## src/rtl/rv32i_multicycle_core.sv

```systemverilog
// rv32i_multicycle_core
// Multi-cycle RV32I core: FETCH -> DECODE -> EXEC -> {MEM ->} WB, with a sticky
// TRAP state for illegal instructions, misaligned data accesses, misaligned
// control-flow targets and bus timeouts.
// Ports:
//   clk, rst (async active-low)
//   ibus_req/ibus_addr/ibus_ack/ibus_rdata        instruction fetch bus
//   dbus_req/we/addr/be/wdata/ack/rdata           byte-lane data bus
//   retire, halted, trap_cause                    status
//   pc, instr, reg_write, reg_waddr, reg_wdata    debug view of commit
module rv32i_multicycle_core #(
    parameter logic [31:0] RESET_VECTOR   = 32'h0000_0000,
    parameter int unsigned TIMEOUT_CYCLES = 0,
    parameter int unsigned TIMEOUT_W      = 8
) (
    input  logic        clk,
    input  logic        rst,
    output logic        ibus_req,
    output logic [31:0] ibus_addr,
    input  logic        ibus_ack,
    input  logic [31:0] ibus_rdata,
    output logic        dbus_req,
    output logic        dbus_we,
    output logic [31:0] dbus_addr,
    output logic [3:0]  dbus_be,
    output logic [31:0] dbus_wdata,
    input  logic        dbus_ack,
    input  logic [31:0] dbus_rdata,
    output logic        retire,
    output logic        halted,
    output logic [1:0]  trap_cause,
    output logic [31:0] pc,
    output logic [31:0] instr,
    output logic        reg_write,
    output logic [4:0]  reg_waddr,
    output logic [31:0] reg_wdata
);
    typedef enum logic [2:0] {S_FETCH, S_DECODE, S_EXEC, S_MEM, S_WB, S_TRAP} state_t;

    localparam logic [6:0] OPC_LUI    = 7'b0110111;
    localparam logic [6:0] OPC_AUIPC  = 7'b0010111;
    localparam logic [6:0] OPC_JAL    = 7'b1101111;
    localparam logic [6:0] OPC_JALR   = 7'b1100111;
    localparam logic [6:0] OPC_BRANCH = 7'b1100011;
    localparam logic [6:0] OPC_LOAD   = 7'b0000011;
    localparam logic [6:0] OPC_STORE  = 7'b0100011;
    localparam logic [6:0] OPC_OPIMM  = 7'b0010011;
    localparam logic [6:0] OPC_OP     = 7'b0110011;
    localparam logic [6:0] F7_ALT     = 7'b0100000;

    localparam bit                   TMO_EN   = (TIMEOUT_CYCLES != 0);
    localparam logic [TIMEOUT_W-1:0] TMO_LAST = TIMEOUT_W'(TIMEOUT_CYCLES - 1);

    state_t               state_r;
    logic [31:0]          rf_r [0:31];
    logic [31:0]          rs1_r, rs2_r, imm_r, next_pc_r;
    logic [1:0]           ea_lo_r;
    logic [TIMEOUT_W-1:0] tmo_cnt_r;

    logic [6:0]  opcode_s, f7_s;
    logic [2:0]  f3_s;
    logic [4:0]  rd_s, rs1_idx_s, rs2_idx_s;
    logic [31:0] i_imm_s, imm_s, rs1_val_s, rs2_val_s;
    logic        illegal_s, timeout_s;
    logic [31:0] alu_b_s, alu_res_s, ea_s, next_pc_s, wb_val_s, st_wdata_s;
    logic        alu_alt_s, jump_s, mem_s, misalign_s, writes_rd_s;
    logic [3:0]  be_s;

    function automatic logic [31:0] alu_op(input logic [31:0] a, input logic [31:0] b,
                                           input logic [2:0] f3, input logic alt);
        logic [31:0] r;
        case (f3)
            3'd0:    r = alt ? (a - b) : (a + b);
            3'd1:    r = a << b[4:0];
            3'd2:    r = {31'd0, $signed(a) < $signed(b)};
            3'd3:    r = {31'd0, a < b};
            3'd4:    r = a ^ b;
            3'd5:    r = alt ? 32'($signed(a) >>> b[4:0]) : (a >> b[4:0]);
            3'd6:    r = a | b;
            3'd7:    r = a & b;
            default: r = 32'd0;
        endcase
        return r;
    endfunction

    function automatic logic br_taken(input logic [31:0] a, input logic [31:0] b, input logic [2:0] f3);
        logic t;
        case (f3)
            3'd0:    t = (a == b);
            3'd1:    t = (a != b);
            3'd4:    t = ($signed(a) < $signed(b));
            3'd5:    t = ($signed(a) >= $signed(b));
            3'd6:    t = (a < b);
            3'd7:    t = (a >= b);
            default: t = 1'b0;
        endcase
        return t;
    endfunction

    // Selected byte/halfword lane moved to bit 0, then sign or zero extended.
    function automatic logic [31:0] load_ext(input logic [31:0] rdata, input logic [1:0] lo,
                                             input logic [2:0] f3);
        logic [31:0] sh;
        logic [31:0] r;
        sh = rdata >> {lo, 3'b000};
        case (f3)
            3'd0:    r = {{24{sh[7]}}, sh[7:0]};
            3'd1:    r = {{16{sh[15]}}, sh[15:0]};
            3'd4:    r = {24'd0, sh[7:0]};
            3'd5:    r = {16'd0, sh[15:0]};
            default: r = sh;
        endcase
        return r;
    endfunction

    assign opcode_s  = instr[6:0];
    assign rd_s      = instr[11:7];
    assign f3_s      = instr[14:12];
    assign rs1_idx_s = instr[19:15];
    assign rs2_idx_s = instr[24:20];
    assign f7_s      = instr[31:25];
    assign i_imm_s   = {{20{instr[31]}}, instr[31:20]};
    assign rs1_val_s = (rs1_idx_s == 5'd0) ? 32'd0 : rf_r[rs1_idx_s];
    assign rs2_val_s = (rs2_idx_s == 5'd0) ? 32'd0 : rf_r[rs2_idx_s];
    assign ibus_addr = pc;
    assign timeout_s = TMO_EN && (tmo_cnt_r == TMO_LAST);

    // Decode: legality check and immediate generation.
    always_comb begin
        illegal_s = 1'b0;
        imm_s     = 32'd0;
        case (opcode_s)
            OPC_LUI, OPC_AUIPC: imm_s = {instr[31:12], 12'd0};
            OPC_JAL:    imm_s = {{12{instr[31]}}, instr[19:12], instr[20], instr[30:21], 1'b0};
            OPC_JALR:   begin imm_s = i_imm_s; illegal_s = (f3_s != 3'd0); end
            OPC_BRANCH: begin
                imm_s     = {{20{instr[31]}}, instr[7], instr[30:25], instr[11:8], 1'b0};
                illegal_s = (f3_s == 3'd2) || (f3_s == 3'd3);
            end
            OPC_LOAD:   begin imm_s = i_imm_s; illegal_s = (f3_s == 3'd3) || (f3_s[2:1] == 2'b11); end
            OPC_STORE:  begin
                imm_s     = {{20{instr[31]}}, instr[31:25], instr[11:7]};
                illegal_s = f3_s[2] || (f3_s == 3'd3);
            end
            OPC_OPIMM:  begin
                imm_s = i_imm_s;
                if (f3_s == 3'd1) begin
                    illegal_s = (f7_s != 7'd0);
                end else if (f3_s == 3'd5) begin
                    illegal_s = (f7_s != 7'd0) && (f7_s != F7_ALT);
                end else begin
                    illegal_s = 1'b0;
                end
            end
            OPC_OP:     illegal_s = !((f7_s == 7'd0) ||
                                      ((f7_s == F7_ALT) && ((f3_s == 3'd0) || (f3_s == 3'd5))));
            default:    illegal_s = 1'b1;
        endcase
    end

    // Execute: ALU, effective address, next PC, writeback value and store lanes.
    always_comb begin
        alu_b_s     = (opcode_s == OPC_OP) ? rs2_r : imm_r;
        alu_alt_s   = (opcode_s == OPC_OP) ? instr[30] : ((f3_s == 3'd5) && instr[30]);
        alu_res_s   = alu_op(rs1_r, alu_b_s, f3_s, alu_alt_s);
        ea_s        = rs1_r + imm_r;
        next_pc_s   = pc + 32'd4;
        jump_s      = 1'b0;
        wb_val_s    = alu_res_s;
        mem_s       = (opcode_s == OPC_LOAD) || (opcode_s == OPC_STORE);
        writes_rd_s = (opcode_s != OPC_BRANCH) && (opcode_s != OPC_STORE);
        case (opcode_s)
            OPC_LUI:   wb_val_s = imm_r;
            OPC_AUIPC: wb_val_s = pc + imm_r;
            OPC_JAL:   begin wb_val_s = pc + 32'd4; next_pc_s = pc + imm_r; jump_s = 1'b1; end
            OPC_JALR:  begin wb_val_s = pc + 32'd4; next_pc_s = {ea_s[31:1], 1'b0}; jump_s = 1'b1; end
            OPC_BRANCH: begin
                if (br_taken(rs1_r, rs2_r, f3_s)) begin
                    next_pc_s = pc + imm_r;
                    jump_s    = 1'b1;
                end else begin
                    jump_s    = 1'b0;
                end
            end
            default:   jump_s = 1'b0;
        endcase
        case (f3_s[1:0])
            2'd0:    begin misalign_s = 1'b0;             be_s = 4'b0001 << ea_s[1:0];
                           st_wdata_s = {4{rs2_r[7:0]}}; end
            2'd1:    begin misalign_s = ea_s[0];          be_s = ea_s[1] ? 4'b1100 : 4'b0011;
                           st_wdata_s = {2{rs2_r[15:0]}}; end
            default: begin misalign_s = (ea_s[1:0] != 2'd0); be_s = 4'b1111;
                           st_wdata_s = rs2_r; end
        endcase
    end

    // Register file write at the end of the WB cycle; contents are not reset.
    always_ff @(posedge clk) begin
        if ((state_r == S_WB) && reg_write) begin
            rf_r[reg_waddr] <= reg_wdata;
        end
    end

    // Main sequencer with registered bus, status and debug outputs.
    always_ff @(posedge clk or negedge rst) begin
        if (!rst) begin
            state_r    <= S_FETCH;
            pc         <= RESET_VECTOR;
            instr      <= 32'd0;
            ibus_req   <= 1'b0;
            dbus_req   <= 1'b0;
            dbus_we    <= 1'b0;
            dbus_addr  <= 32'd0;
            dbus_be    <= 4'd0;
            dbus_wdata <= 32'd0;
            retire     <= 1'b0;
            halted     <= 1'b0;
            trap_cause <= 2'd0;
            reg_write  <= 1'b0;
            reg_waddr  <= 5'd0;
            reg_wdata  <= 32'd0;
            rs1_r      <= 32'd0;
            rs2_r      <= 32'd0;
            imm_r      <= 32'd0;
            next_pc_r  <= 32'd0;
            ea_lo_r    <= 2'd0;
            tmo_cnt_r  <= '0;
        end else begin
            case (state_r)
                S_FETCH: begin
                    if (!ibus_req) begin
                        ibus_req  <= 1'b1;   // idle cycle after reset
                        tmo_cnt_r <= '0;
                    end else if (ibus_ack) begin
                        ibus_req <= 1'b0;
                        instr    <= ibus_rdata;
                        state_r  <= S_DECODE;
                    end else if (timeout_s) begin
                        ibus_req   <= 1'b0;
                        halted     <= 1'b1;
                        trap_cause <= 2'd3;
                        state_r    <= S_TRAP;
                    end else begin
                        tmo_cnt_r <= tmo_cnt_r + 1'b1;
                    end
                end
                S_DECODE: begin
                    rs1_r <= rs1_val_s;
                    rs2_r <= rs2_val_s;
                    imm_r <= imm_s;
                    if (illegal_s) begin
                        halted     <= 1'b1;
                        trap_cause <= 2'd0;
                        state_r    <= S_TRAP;
                    end else begin
                        state_r <= S_EXEC;
                    end
                end
                S_EXEC: begin
                    next_pc_r <= next_pc_s;
                    if (mem_s && misalign_s) begin
                        halted     <= 1'b1;
                        trap_cause <= 2'd1;
                        state_r    <= S_TRAP;
                    end else if (jump_s && next_pc_s[1]) begin
                        halted     <= 1'b1;
                        trap_cause <= 2'd2;
                        state_r    <= S_TRAP;
                    end else if (mem_s) begin
                        dbus_req   <= 1'b1;
                        dbus_we    <= (opcode_s == OPC_STORE);
                        dbus_addr  <= {ea_s[31:2], 2'b00};
                        dbus_be    <= be_s;
                        dbus_wdata <= st_wdata_s;
                        ea_lo_r    <= ea_s[1:0];
                        tmo_cnt_r  <= '0;
                        state_r    <= S_MEM;
                    end else begin
                        retire    <= 1'b1;
                        reg_write <= writes_rd_s && (rd_s != 5'd0);
                        reg_waddr <= rd_s;
                        reg_wdata <= wb_val_s;
                        state_r   <= S_WB;
                    end
                end
                S_MEM: begin
                    if (dbus_ack) begin
                        dbus_req  <= 1'b0;
                        dbus_we   <= 1'b0;
                        retire    <= 1'b1;
                        reg_write <= !dbus_we && (rd_s != 5'd0);
                        reg_waddr <= rd_s;
                        reg_wdata <= dbus_we ? 32'd0 : load_ext(dbus_rdata, ea_lo_r, f3_s);
                        state_r   <= S_WB;
                    end else if (timeout_s) begin
                        dbus_req   <= 1'b0;
                        dbus_we    <= 1'b0;
                        halted     <= 1'b1;
                        trap_cause <= 2'd3;
                        state_r    <= S_TRAP;
                    end else begin
                        tmo_cnt_r <= tmo_cnt_r + 1'b1;
                    end
                end
                S_WB: begin
                    retire    <= 1'b0;
                    reg_write <= 1'b0;
                    pc        <= next_pc_r;
                    ibus_req  <= 1'b1;
                    tmo_cnt_r <= '0;
                    state_r   <= S_FETCH;
                end
                S_TRAP: begin
                    halted <= 1'b1;
                end
                default: begin
                    halted     <= 1'b1;
                    trap_cause <= 2'd0;
                    state_r    <= S_TRAP;
                end
            endcase
        end
    end
endmodule

```

## config.mk

```make
export PLATFORM = sky130hd
export DESIGN_NAME = rv32i_multicycle_core
export DESIGN_NICKNAME = d
export VERILOG_FILES = /design/src/rtl/rv32i_multicycle_core.sv
export SDC_FILE = /design/constraint.sdc
export NUM_CORES = 2
export LEC_CHECK = 0
export ABC_AREA = 1
export CAP_MARGIN = 30
export CELL_PAD_IN_SITES_DETAIL_PLACEMENT = 1
export CELL_PAD_IN_SITES_GLOBAL_PLACEMENT = 2
export CORE_ASPECT_RATIO = 1.25
export CORE_MARGIN = 1
export CORE_UTILIZATION = 34
export CTS_CLUSTER_DIAMETER = 150
export DETAILED_ROUTE_END_ITERATION = 16
export HOLD_SLACK_MARGIN = 0.1
export PLACE_DENSITY_LB_ADDON = 0.12
export RECOVER_POWER = 25
export SLEW_MARGIN = 30
export SYNTH_ARGS = -nofsm -noshare
export SYNTH_HDL_FRONTEND = slang
export SYNTH_SLANG_ARGS = --single-unit
```

## constraint.sdc

```tcl
create_clock -name clk -period 3.8 [get_ports clk]
set_input_delay 0.38 -clock clk [delete_from_list [all_inputs] [get_ports clk]]
set_output_delay 0.38 -clock clk [all_outputs]
set_load 0.05 [all_outputs]
```

# Yosys cells after proc, flatten, opt, wreduce, memory -nomap -nowiden
# Memory sizes are Yosys's and may differ from the RTL's.
# Cells that the tools add are included.
# classes
add_sub_neg	5
order_cmp	6
eq_ne	38
shifts	5
muxes	74
bitwise_logic	8
n_reduce_logical	44
# ops
operator	count
32-bit 2-to-1 mux	11
32-bit case mux with 8 select lines	1
32-bit case mux with 3 select lines	2
32-bit case mux with 5 select lines	1
32-bit less-than comparator	4
32-bit case mux with 2 select lines	2
32-bit case mux with 4 select lines	1
32-bit adder	3
32-bit >= comparator	2
32-bit by 5-bit >> shifter with 32-bit output	2
32-bit by 3-bit adder with 32-bit output, second input constant	1
32-bit bitwise AND	1
32-bit equality test	1
32-bit inequality test	1
32-bit OR	1
32-bit by 5-bit << shifter with 32-bit output	1
32-bit by 5-bit >>> shifter with 32-bit output	1
32-bit subtractor	1
32-bit bitwise XOR	1
7-bit by 6-bit equality test with 1-bit output, second input constant	4
1-bit 2-to-1 mux	27
7-bit equality test, second input constant	3
3-bit 2-to-1 mux	7
5-bit 2-to-1 mux	4
40 further kinds	97
# totals
regBits	308
ram_bits	1024
input_bits	68
out_inout_bits	209
wordCells	201
n_memories	1
# mem_list
memory	depth	width	rd	rd_ports_with_merged_regs	wr	line	text
rf_r	32	32	2	0	1	55	logic [31:0] rf_r [0:31];

# Depth between registers and ports, before layout
# depth
word_depth	10
mapped_depth	32
ltp_nobuf	29

# Worst setup path after synthesis
# No wires, ideal clock.
# synth_path
kind	reg2reg
from	register instr[2]
to	register reg_wdata[28]
setup_time_ns	0.068
arrival_time_ns	3.830
required_time_ns	3.732
slack_ns	-0.098
path_stages_with_launch	32
path_buffers	4
synth_period_minus_slack_ns	3.898
cell_sequence	dfrtp_1 inv_1 nand2_1 nor2_4 nand2_2 buf_6 clkbuf_1 clkbuf_1 nand2_1 o21ai_0 inv_1 ha_1 clkbuf_1 nand2_1 inv_1 nand3_1 nor2_1 nand3_1 or2_1 nand2_1 nand2_1 nand2_1 nand2_1 nand2_1 nand2_1 nand2_1 nand2_1 nand2_1 nand2_1 nand2_1 nand3_1 nand2_1
# synth_via
elab_chain_cells	10
elab_cells_between_ends	36
cone_classes	add/sub (2); eq/ne (11); shift (3); mux (12); bitwise (3); reduce/logical (5)
# synth_lines
element	line	text
from (decl)	33	output logic [31:0] instr,
from (signal assigned)	236	instr <= ibus_rdata;
7-bit by 6-bit equality test with 1-bit output	163, 164	
32-bit 2-to-1 mux	163	alu_b_s = (opcode_s == OPC_OP) ? rs2_r : imm_r;
32-bit adder (tied with other cells)	73	3'd0: r = alt ? (a - b) : (a + b);
32-bit 2-to-1 mux (on tied branches)	73, 78	
32-bit case mux with 8 select lines	72	case (f3)
32-bit case mux with 3 select lines	172	case (opcode_s)
32-bit 2-to-1 mux	269	end else if (mem_s) begin
32-bit 2-to-1 mux	265	end else if (jump_s && next_pc_s[1]) begin
32-bit 2-to-1 mux	261	if (mem_s && misalign_s) begin
32-bit case mux with 2 select lines	229	case (state_r)
to (signal assigned)	282	reg_wdata <= wb_val_s;
to (signal assigned)	293	reg_wdata <= dbus_we ? 32'd0 : load_ext(dbus_rdata, ea_lo_r, f3_s);
to (decl)	36	output logic [31:0] reg_wdata
# Parallel ways exist; a longest one is shown, timed or not. The select of a mux whose other input is x is not followed.
# A chain may end at the register's enable or synchronous reset.

# Final worst setup path
# layout_path
from	register instr[3]
to	register reg_wdata[23]
# Same word-level chain as after synthesis.

==> metrics <==
outcome finished, violations left; failing checks max-capacitance violations, max-slew violations, negative setup slack; Least-Margin Pin Slew 2590 ps; Nets 11.0k; FF+latch count, synth 1,332; Routed WL 472 mm; Crit Path Category flop to flop; pwr/cell area 308 mW/mm2; largest net degree at the start of global routing 134; DIE HEIGHT 541 um; Arrival @ worst endpoint 4760 ps; die footprint 0.235 mm2; share of cells above drive strength 1 18.7%; total power draw 31,600 uW; f_max 247 MHz; Seq/Total Area, Yosys 48.6%; Clock Tree Buf Depth 4; Congestion Overflow GR 0; gpl congestion 1.05; crit share post-route 107%; slowest stage delay, CP 410 ps; IO Pins 277; Inst Count DP 13.6k; crit-path most repeated cell nand2_1; Slowest cell on crit path dfrtp_2; most common cell after layout, fill and taps aside nand2_1; Cell Area, Synth 0.0791 mm2; clock root buffer clkbuf_16; clock sinks 1,332; IO Port Bufs 274; vias in the first global route 83.7k; number of synthesized flops with an enable pin 1,024; Static Leak 0.0405 uW; drt initial violations 8,090; peak fanout along the critical path 6; vias post-DR 83.0k; synth-to-layout area growth 29.4%; Max VDD drop 398 uV; async set-or-reset flop fraction in the synthesized netlist 23.1%; first-pass GRT wire length 649 mm; gr usage total 39.3%; Avg Cell Area, Syn 8.17 um2; critical path endpoint category flop; Pre-antenna DRT Iters 6; worst hold slack 147 ps; CTS tree done; number of fill cells 27.0k; Netlist cell types 65; Max-cap violations 7; H-tree Lvls 4; Mapped Cells 9,686; area of the core 0.231 mm2; Req. time, crit path 4510 ps; most frequent cells in the layout nand2_1 (1,774), o21ai_0 (1,588), buf_4 (1,090); Worst-Skew Late Latency 860 ps; top_reg_cell synth edfxtp_1; row cnt 197; initial antenna violation count 44; Layout Skew 92.0 ps; max_slew headroom -73.0%; initial core utilization 34.3%; register area 0.0385 mm2; RSZ-0062 raised after global routing yes; final setup margin -249 ps; Max Slew Vio Count 289; clock-pin slew on the worst setup and hold paths 60 ps; dpl hpwl 340 mm; antenna-violating nets left 0; CTS Buf Count 162; final hold vios 0; Setup-failing EPs final 25; DRC violation count after routing 0; Setup crit start kind flop; Hold Path Class input port to flop; wire length per cell 33.8 um; fin cells 14.0k; Die Wd 434 um; Ys Warns 0; area of the multi-input gates 0.0373 mm2; crit path time final 4050 ps; via/cell ratio 5.94
==> routing by layer <==
layer / wire length, um / part of all wire [%] / vias up / track usage, %
li1: - / - / 36000 / -
met1: 180000 / 38 / 42100 / 47.3
met2: 219000 / 46 / 3637 / 63.7
met3: 30800 / 6.5 / 1175 / 5.28
met4: 42200 / 8.9 / 28 / 29.5
met5: 173 / 0.037 / - / 0
==> synthesized netlist by cell type (8+ instances only) <==
library cell	n	area [um2]
nand3b_1	8	60.1
a21o_1	11	82.6
o2111ai_1	23	201
inv_2	15	56.3
a221oi_1	15	131
o32ai_1	10	87.6
clkbuf_1	491	1840
buf_1	69	259
or2_2	13	81.3
dfrtp_1	308	7710
nor4_1	19	119
o21ai_1	45	225
o21a_1	9	67.6
o311ai_0	10	87.6
nand4_1	156	976
o221ai_1	25	219
buf_2	63	315
ha_1	196	2450
edfxtp_1	1024	30700
nor2_1	816	3060
a41oi_1	9	78.8
inv_1	720	2700
a21oi_1	749	3750
nand3_1	666	3330
nor3_1	44	220
a31oi_1	23	144
nand2_1	1892	7100
o21ai_0	1640	8210
buf_4	45	338
a211oi_1	25	188
mux2i_1	8	80.1
a22oi_1	11	82.6
xor2_1	60	526
o211ai_1	241	1810
o22ai_1	97	607
o21bai_1	23	173
xnor2_1	26	228
==> power breakdown <==
part           leakage (uW)  internal [uW]  total, uW  switching, uW
registers            0.0112          15500      15500              0
clock network       0.00254           9120      15800           6710
logic                0.0268           81.4        244            163
total                0.0405          24700      31600           6870
==> worst paths after layout <==
check / start / end / slack [ps] / depth (start not counted)
setup / recovery: instr[3]$_DFFE_PN0P_ / reg_wdata[23]$_DFFE_PN0P_ / -250 / 28
hold / removal: ibus_rdata[31] / instr[31]$_DFFE_PN0P_ / 150 / 3
setup reg to reg: instr[3]$_DFFE_PN0P_ / reg_wdata[23]$_DFFE_PN0P_ / -250 / 28
hold reg to reg: dbus_wdata[12]$_DFFE_PN0P_ / dbus_wdata[12]$_DFFE_PN0P_ / 480 / 2
max in group asynchronous: rst / instr[13]$_DFFE_PN0P_ / 120 / 3
min in group asynchronous: rst / ibus_addr[29]$_DFFE_PN0N_ / 900 / 2
==> final cells by class <==
type | instances | share of cell area [%]
Clock inverter | 87 | 0.875
Multi-Input combinational cell | 6938 | 36.5
Clock buffer | 198 | 4.19
Tap cell | 3084 | 3.77
Inverter | 740 | 2.76
Antenna cell | 16 | 0.0391
Timing Repair Buffer | 1585 | 14.3
Sequential cell | 1332 | 37.6
==> cells by family after synthesis <==
group | after synthesis | share of synthesized area [%]
AND/OR/NAND/NOR | 3644 | 19.3
AO/OA/AOI/OAI | 2993 | 20.7
buffers and inverters | 1417 | 7.10
flip-flops | 1332 | 48.6
adder cells (fa/ha/maj) | 200 | 3.20
XOR/XNOR | 86 | 0.952
multiplexers | 13 | 0.172
other | 1 | 0.00474
==> state kept, by name (all words and copies together), names as in the netlist, 32 cells and up <==
name / count
next_pc_r: 32
rs1_r: 32
rf_r: 1024
imm_r: 32
instr: 32
dbus_wdata: 32
reg_wdata: 32
rs2_r: 32
ibus_addr: 32
==> metrics by stage <==
step | setup TNS (ps) | instance area (um2) | util [%] | setup slack, ps
after global placement | -15660 | 94100 | 40.7 | -1050
after global routing | -11670 | 102000 | 44.3 | -291
after detailed placement | -18320 | 94100 | 40.7 | -1140
final | -2000 | 102000 | 44.3 | -249
after floorplan | 0 | 79100 | - | 20.4
after CTS | -2310 | 101000 | 43.8 | -230
==> worst max-delay path: cells and delay by family (launching register included) <==
family,cells,cell delay (ps)
simple gates,17,1890
flops,1,410
fa+ha+maj,1,300
compound gates,2,330
buf+inv,8,930
==> what timing repair did <==
item	CTS	global route
resized for setup	354	271
endpoints found under the hold margin	76	0
setup endpoints to repair	103	108
pin swaps	71	108
gates cloned	4	1
setup buffers	36	45
hold buffers	12	0
Note: power is estimated with default switching activity, not from simulation.
